--- src/rtl/imem_pkg.sv ---
// Shared constants and types for the pipelined instruction memory.
// Fault reasons are defined here ahead of the planned debug ports.
package imem_pkg;

  localparam logic [31:0] NOP_WORD    = 32'hD503201F;
  localparam int          LATENCY_MAX = 4;

  typedef enum logic [1:0] {
    FAULT_NONE         = 2'd0,
    FAULT_MISALIGNED   = 2'd1,
    FAULT_OUT_OF_RANGE = 2'd2
  } fault_reason_e;

endpackage

--- src/rtl/imem_stage.sv ---
// One read-pipeline stage: a {valid, data, fault} register that holds while en is low.
module imem_stage #(
  parameter int DATA_W = 32
) (
  input  logic              CLK,
  input  logic              Reset_L,
  input  logic              en,
  input  logic              in_valid,
  input  logic [DATA_W-1:0] in_data,
  input  logic              in_fault,
  output logic              out_valid,
  output logic [DATA_W-1:0] out_data,
  output logic              out_fault
);

  logic              valid_q, valid_d;
  logic [DATA_W-1:0] data_q, data_d;
  logic              fault_q, fault_d;

  always_comb begin
    valid_d = valid_q;
    data_d  = data_q;
    fault_d = fault_q;
    if (en) begin
      valid_d = in_valid;
      data_d  = in_data;
      fault_d = in_fault;
    end
  end

  always_ff @(posedge CLK or negedge Reset_L) begin
    if (!Reset_L) begin
      valid_q <= 1'b0;
      data_q  <= '0;
      fault_q <= 1'b0;
    end else begin
      valid_q <= valid_d;
      data_q  <= data_d;
      fault_q <= fault_d;
    end
  end

  assign out_valid = valid_q;
  assign out_data  = data_q;
  assign out_fault = fault_q;

endmodule

--- src/rtl/instruction_memory_pipelined.sv ---
// Stallable LATENCY-stage instruction memory with a word-load port,
// alignment/range fault detection and fetch/fault statistics.
module instruction_memory_pipelined
  import imem_pkg::*;
#(
  parameter int ADDR_W  = 64,
  parameter int DATA_W  = 32,
  parameter int DEPTH   = 64,
  parameter int LATENCY = 2,
  parameter int IDX_W   = $clog2(DEPTH)
) (
  input  logic              CLK,
  input  logic              Reset_L,
  input  logic              req_valid,
  output logic              req_ready,
  input  logic [ADDR_W-1:0] req_addr,
  output logic              rsp_valid,
  input  logic              rsp_ready,
  output logic [DATA_W-1:0] rsp_data,
  output logic              rsp_fault,
  input  logic              ld_en,
  input  logic [IDX_W-1:0]  ld_index,
  input  logic [DATA_W-1:0] ld_data,
  output logic [31:0]       fetch_count,
  output logic [15:0]       fault_count
);

  // Out-of-range LATENCY values are clamped rather than producing an empty pipeline.
  localparam int STAGES = (LATENCY < 1) ? 1 :
                          (LATENCY > LATENCY_MAX) ? LATENCY_MAX : LATENCY;

  logic [DATA_W-1:0] mem_q [DEPTH];

  logic              stall, advance, accept;
  logic              misaligned, out_of_range, req_fault;
  logic [IDX_W-1:0]  rd_index;
  logic [DATA_W-1:0] rd_data;

  logic [STAGES-1:0] stg_valid;
  logic [STAGES-1:0] stg_fault;
  logic [DATA_W-1:0] stg_data [STAGES];

  logic [31:0] fetch_count_q, fetch_count_d;
  logic [15:0] fault_count_q, fault_count_d;

  always_comb begin
    misaligned   = (req_addr[1:0] != 2'b00);
    out_of_range = ((req_addr >> 2) >= ADDR_W'(DEPTH));
    req_fault    = misaligned | out_of_range;
    rd_index     = req_addr[IDX_W+1:2];
    stall        = stg_valid[STAGES-1] & ~rsp_ready;
    advance      = ~stall;
    accept       = req_valid & advance;
    // Bubbles and faults carry zero data so nothing undefined enters the pipe.
    rd_data      = (accept & ~req_fault) ? mem_q[rd_index] : '0;
  end

  // Loads ignore stall; the read above sees the pre-edge word.
  always_ff @(posedge CLK) begin
    if (ld_en) begin
      mem_q[ld_index] <= ld_data;
    end
  end

  for (genvar i = 0; i < STAGES; i++) begin : g_stage
    if (i == 0) begin : g_first
      imem_stage #(.DATA_W(DATA_W)) u_stage (
        .CLK       (CLK),
        .Reset_L   (Reset_L),
        .en        (advance),
        .in_valid  (accept),
        .in_data   (rd_data),
        .in_fault  (accept & req_fault),
        .out_valid (stg_valid[i]),
        .out_data  (stg_data[i]),
        .out_fault (stg_fault[i])
      );
    end else begin : g_next
      imem_stage #(.DATA_W(DATA_W)) u_stage (
        .CLK       (CLK),
        .Reset_L   (Reset_L),
        .en        (advance),
        .in_valid  (stg_valid[i-1]),
        .in_data   (stg_data[i-1]),
        .in_fault  (stg_fault[i-1]),
        .out_valid (stg_valid[i]),
        .out_data  (stg_data[i]),
        .out_fault (stg_fault[i])
      );
    end
  end

  always_comb begin
    fetch_count_d = fetch_count_q;
    fault_count_d = fault_count_q;
    if (accept) begin
      fetch_count_d = fetch_count_q + 32'd1;
      if (req_fault && (fault_count_q != 16'hFFFF)) begin
        fault_count_d = fault_count_q + 16'd1;
      end
    end
  end

  always_ff @(posedge CLK or negedge Reset_L) begin
    if (!Reset_L) begin
      fetch_count_q <= '0;
      fault_count_q <= '0;
    end else begin
      fetch_count_q <= fetch_count_d;
      fault_count_q <= fault_count_d;
    end
  end

  assign req_ready   = advance;
  assign rsp_valid   = stg_valid[STAGES-1];
  assign rsp_data    = stg_data[STAGES-1];
  assign rsp_fault   = stg_fault[STAGES-1];
  assign fetch_count = fetch_count_q;
  assign fault_count = fault_count_q;

endmodule
--- config.mk ---
export PLATFORM = sky130hd
export DESIGN_NAME = instruction_memory_pipelined
export DESIGN_NICKNAME = d
export VERILOG_FILES = /design/src/rtl/imem_pkg.sv /design/src/rtl/imem_stage.sv /design/src/rtl/instruction_memory_pipelined.sv
export SDC_FILE = /design/constraint.sdc
export NUM_CORES = 2
export LEC_CHECK = 0
export CORE_MARGIN = 2
export CORE_UTILIZATION = 30
export CTS_CLUSTER_SIZE = 28
export DETAILED_ROUTE_END_ITERATION = 8
export PLACE_DENSITY = 0.43
export SLEW_MARGIN = 10
export SYNTH_ARGS = -nofsm -noshare
export SYNTH_HDL_FRONTEND = slang
export SYNTH_HIERARCHICAL = 1
export SYNTH_SLANG_ARGS = --single-unit
--- constraint.sdc ---
create_clock -name CLK -period 6.45 [get_ports CLK]
set_input_delay 0.9675 -clock CLK [delete_from_list [all_inputs] [get_ports CLK]]
set_output_delay 0.9675 -clock CLK [all_outputs]
set_load 0.05 [all_outputs]
# Word-level counts from Yosys, hierarchy flattened
# Memory sizes are Yosys's and may differ from the RTL's.
# Cells that the tools add are included.
# op_classes
add_sub_neg,2
n_lt_le_gt_ge,1
n_eq_ne,1
n_mux,3
bitwise_logic,8
n_reduce_logical,3
# ops
cell,count
62-bit by 7-bit >= comparator with 1-bit output (second input constant),1
32-bit by 1-bit adder with 32-bit output (second input constant),1
32-bit two-way mux,1
16-bit by 1-bit adder with 16-bit output (second input constant),1
16-bit inequality test (second input constant),1
1-bit AND,4
1-bit inverter,3
1-bit two-way mux,2
2-bit AND reduction,1
2-bit nonzero test,1
1-bit logical AND,1
1-bit OR,1
# word_totals
register_bits,116
ramBits,2048
in_bits,107
output_inout_bits,83
elab_cells,27
memories,1
# memory_table
name,depth,word_bits,rd,rd_ports_with_merged_regs,wr,line_no,rtl
mem_q,64,32,1,0,1,instruction_memory_pipelined.sv:32,logic [DATA_W-1:0] mem_q [DEPTH];

# Longest topological paths before layout
# logic_depth
ltp_word,6
depth_mapped,11
mapped_depth_nobuf,7

# Cells and area by module
# The synthesis kept the hierarchy.
# by_module_without_submodules
module,n_inst,cells_each,area_per_inst_um2,seq_area_each_um2
instruction_memory_pipelined,1,4113,81363.0,62700.1
imem_stage,2,72,1417.6,850.8

# Least setup slack after synthesis
# No wires, ideal clock.
# synth_path
path_kind,input to register
start,input ld_index[3]
end,"memory mem_q[48][0], enable pin"
setup_ps,461
arrival_ps,3661
t_required_ps,5989
slack_ps,2328
cell_stages,4
path_buffers,1
path_cell_list,clkbuf_1 nor2b_1 nand4b_1 nor3_1
# synth_lines
item,line_no,rtl
from (decl),instruction_memory_pipelined.sv:22,"input logic [IDX_W-1:0] ld_index,"
to (decl),instruction_memory_pipelined.sv:32,
# Straight into the memory's write port.

# Worst setup path after layout
# layout_path
start,input req_addr[9]
end,register g_stage[0].g_first.u_stage.data_q[22]
# layout_via
elab_chain_cells,5
# layout_lines
item,line_no,rtl
from (decl),instruction_memory_pipelined.sv:16,"input logic [ADDR_W-1:0] req_addr,"
62-bit by 7-bit >= comparator with 1-bit output,instruction_memory_pipelined.sv:48,out_of_range = ((req_addr >> 2) >= ADDR_W'(DEPTH));
1-bit OR,instruction_memory_pipelined.sv:49,req_fault = misaligned | out_of_range;
1-bit inverter,instruction_memory_pipelined.sv:55,rd_data = (accept & ~req_fault) ? mem_q[rd_index] : '0;
1-bit AND,instruction_memory_pipelined.sv:55,
32-bit two-way mux,instruction_memory_pipelined.sv:55,
net rd_data[22],instruction_memory_pipelined.sv:37,logic [DATA_W-1:0] rd_data;
to (signal assigned),imem_stage.sv:38,data_q <= data_d;
to (decl),imem_stage.sv:17,"logic [DATA_W-1:0] data_q, data_d;"
# The timed path passes the listed nets, and every way through them passes these cells.
# A chain may end at the register's enable or synchronous reset.

==> run metrics <==
status=complete, no violations; WL final=about 260000 microns; syn_nets=about 4400; remaining global-route overflow=0; drt drc=0; critical path peak fanout=31; Starting DRT DRC Count=4237; max-slew violation count=0; Crit. End Element=flop; cts hold-fix bufs=0; detailed-route via count=between 40000 and 50000; post-DR wirelength/cell=about 30 microns; Synth Flop Type=edfxtp_1; Final HPWL DP=~150000 microns; Starting Density=approximately 30%; Tmin final=4337 ps; Synth top area share=about three quarters; CP max stage cell=nand4b_1; Detailed Routing Iterations Pass 1=7; Reg2Reg Setup Slack=between 2000 and 3000 ps; CTS Root Cell=clkbuf_16; Leak=approximately 0.033 uW; Final setup viols=0; RR Endpoint=g_stage[0].g_first.u_stage/out_data[22]; top cells by area, synth=edfxtp_1 (73%), mux4_2 (7.1%), mux2i_1 (5.9%); io pins=190; Slew headroom=a little under a fifth; Synth warnings=6; Worst Path Arrival=just over 5000 ps; post-layout util=between 30% and 40%; Place WS=1358 ps; setup repair bufs after CTS=0; maximum clock path buffer count=3; Worst Max-Slew Pin Slew=roughly 1200 ps; min-delay worst type=primary input to async pin; routability cong.=0.7596; vias in the first global route=around 45000; Post-synth EDFFs=just over 2000; CTS tree=done; later-pin clock latency in the skew report=870 ps; Final nets=roughly 4700; critical-path cell list=clkdlybuf4s50_1 -> nor4_1 -> nand4_1 -> nand4b_1 -> nor4b_4 -> buf_4 -> a22oi_1 -> o311ai_1 -> mux2_4; worst vdd ir=about 0.25 mV; H-tree depth=4; Area Overhead vs Synth=17.96%; Post-Syn Area=around 0.084 sq mm; reg2reg path depth=7; Setup TNS Final=0 ps; Reg-to-Reg Start=g_stage[1].g_next.u_stage/out_valid; Rows=194; first-pass GRT wire length=roughly 370000 microns; die width=533.8 microns; worst hold margin=191.9 ps; Chip Height=533.8 microns; fmax=roughly 230 MHz; number of port buffers=189; final hold vios=0; post-route ant nets=0; PostCTS Resize Cnt=0; fraction of registers with async set/reset=between 5 and 6%; Avg Cell Area, Syn=just under 20 sq um; Worst-path clk slew=60 ps; die area=around 0.28 sq mm; synthesized instance count=roughly 4300; largest net degree at the start of global routing=roughly 100; DR vias/cell=roughly 5.1; synth unique cells=between 50 and 60; share of cells above drive strength 1=between 20% and 30%; post-route setup slack=about 2100 ps; Total Routing Usage GR=18.28%; cell area power density=between 300 and 400 mW/mm^2; CORE AREA=approximately 0.28 sq mm; period utilization=slightly below 70%; CP startpoint kind=primary input; MaxCap Viol Count=0; Critical Path Start=req_addr[9]; CP required=just over 7000 ps; Num CTS Buffers=around 230; CP max stage delay=~700 ps; unrepaired setup endpoints after global routing=no; antenna violations before repair=9; sequential-to-total area share from yosys stat=76.49%; area leader, netlist=edfxtp_1; CTS sink cnt=2164; flops & latches, synth=2164; Worst Skew=about 59 ps; WS Path Type=primary input to flop
[per-layer routing]
| metal | vias up | part of all wire, % | track usage [%] |
|---|---|---|---|
| li1 | 18456 | - | - |
| met1 | 23730 | 46 | 25.80 |
| met2 | 1206 | 47 | 29.58 |
| met3 | 308 | 5.2 | 3.074 |
| met4 | 2 | 1.9 | 3.989 |
| met5 | - | 0.0064 | 0 |
[how the worst max path moves through the flow]
stage	slack [ps]	to	cells after the start
2_1_floorplan	2330	mem_q[48][0]	4
3_3_place_gp	1330	g_stage[0].g_first.u_stage/out_data[17]	9
3_5_place_dp	1360	g_stage[0].g_first.u_stage/out_data[17]	9
4_1_cts	2280	g_stage[0].g_first.u_stage/out_data[22]	9
5_1_grt	2020	g_stage[0].g_first.u_stage/out_data[22]	9
6_report	2110	g_stage[0].g_first.u_stage/out_data[22]	9
[layout by cell type, fill, tap and decap left out, types with 7 or more instances in the layout]
cell type           n
inv_1               9
nand4_1            14
bufinv_16          19
nand3_1            48
nor3_1             18
nand2_1            70
xor2_1             25
mux2i_1           500
mux4_2            264
clkinv_1           41
buf_2              32
nand3b_1           32
o21ai_0            95
o311ai_1           26
a221o_1            60
buf_12             27
clkbuf_16         234
a21oi_1            32
a22oi_1            93
mux2_4             60
nor2_1             80
nand2b_1            9
or2_2              28
and3_1              7
clkbuf_8           13
xnor2_1            20
nor2_4             63
clkinv_2           38
a221oi_1          187
dfrtp_1           116
buf_4             163
nor4_1             19
nor3b_1            27
clkdlybuf4s50_1   152
clkbuf_1           74
mux2_2             11
edfxtp_1         2048
[metrics by stage]
step                power, uW  std cells  instance area, sq um
finish                  30930       8555                 99320
floorplan               17030       4257                 84200
global route            31890       8551                 99310
global placement        17970       8111                 91730
CTS                     31250       8549                 99300
detailed placement      17980       8111                 91730
[cell families after synthesis]
group	after synthesis	share of synthesized area, %
AO/OA/AOI/OAI	509	4.668
flip-flops	2164	76.49
AND/OR/NAND/NOR	443	2.696
multiplexers	835	14.22
buffers and inverters	259	1.428
XOR/XNOR	45	0.4681
adder cells (fa/ha/maj)	2	0.02972
[flip-flops by register name (all words and copies together) (netlist names)]
name                               count
mem_q                               2048
fetch_count                           32
g_stage.g_first.u_stage/out_data      32
g_stage.g_next.u_stage/out_valid       1
fault_count                           16
g_stage.g_next.u_stage/out_data       32
g_stage.g_first.u_stage/out_valid      1
g_stage.g_first.u_stage/out_fault      1
g_stage.g_next.u_stage/out_fault       1
[cell usage after synthesis (14+ instances only)]
| cell | count |
|---|---|
| clkbuf_1 | 145 |
| mux4_2 | 264 |
| nand4_1 | 14 |
| xnor2_1 | 20 |
| nor2_1 | 143 |
| or2_2 | 28 |
| a22oi_1 | 93 |
| xor2_1 | 25 |
| nor4_1 | 21 |
| mux2i_1 | 500 |
| mux2_4 | 60 |
| buf_2 | 70 |
| o311ai_1 | 26 |
| a21oi_1 | 32 |
| nand2_1 | 70 |
| dfrtp_1 | 116 |
| a221o_1 | 60 |
| buf_1 | 21 |
| nor3_1 | 20 |
| nor3b_1 | 27 |
| nand3b_1 | 32 |
| o21ai_0 | 95 |
| edfxtp_1 | 2048 |
| nand3_1 | 48 |
| a221oi_1 | 187 |
[cell type report]
| class | instances | area, sq um |
|---|---|---|
| clock buffers | 321 | 6312 |
| clock inverters | 117 | 1249 |
| repair buffers | 379 | 3513 |
| diodes | 6 | 15.01 |
| fillers | 25935 | 180100 |
| inverters | 10 | 42.54 |
| well taps | 3724 | 4659 |
| flip-flops and latches | 2164 | 64400 |
| multi-input cells | 1834 | 19120 |
[power breakdown]
part	switching (uW)	internal [uW]	leakage (uW)
clock network	5670	7600	0.00367
registers	96.6	15500	0.0200
logic	1360	671	0.00895
[worst max-delay path: cells and delay by family]
kind            cells  cell delay (ps)
simple gates        4             2020
compound gates      2              850
buf+inv             2              980
mux                 1              240
Power figures use the tool's default switching activity.
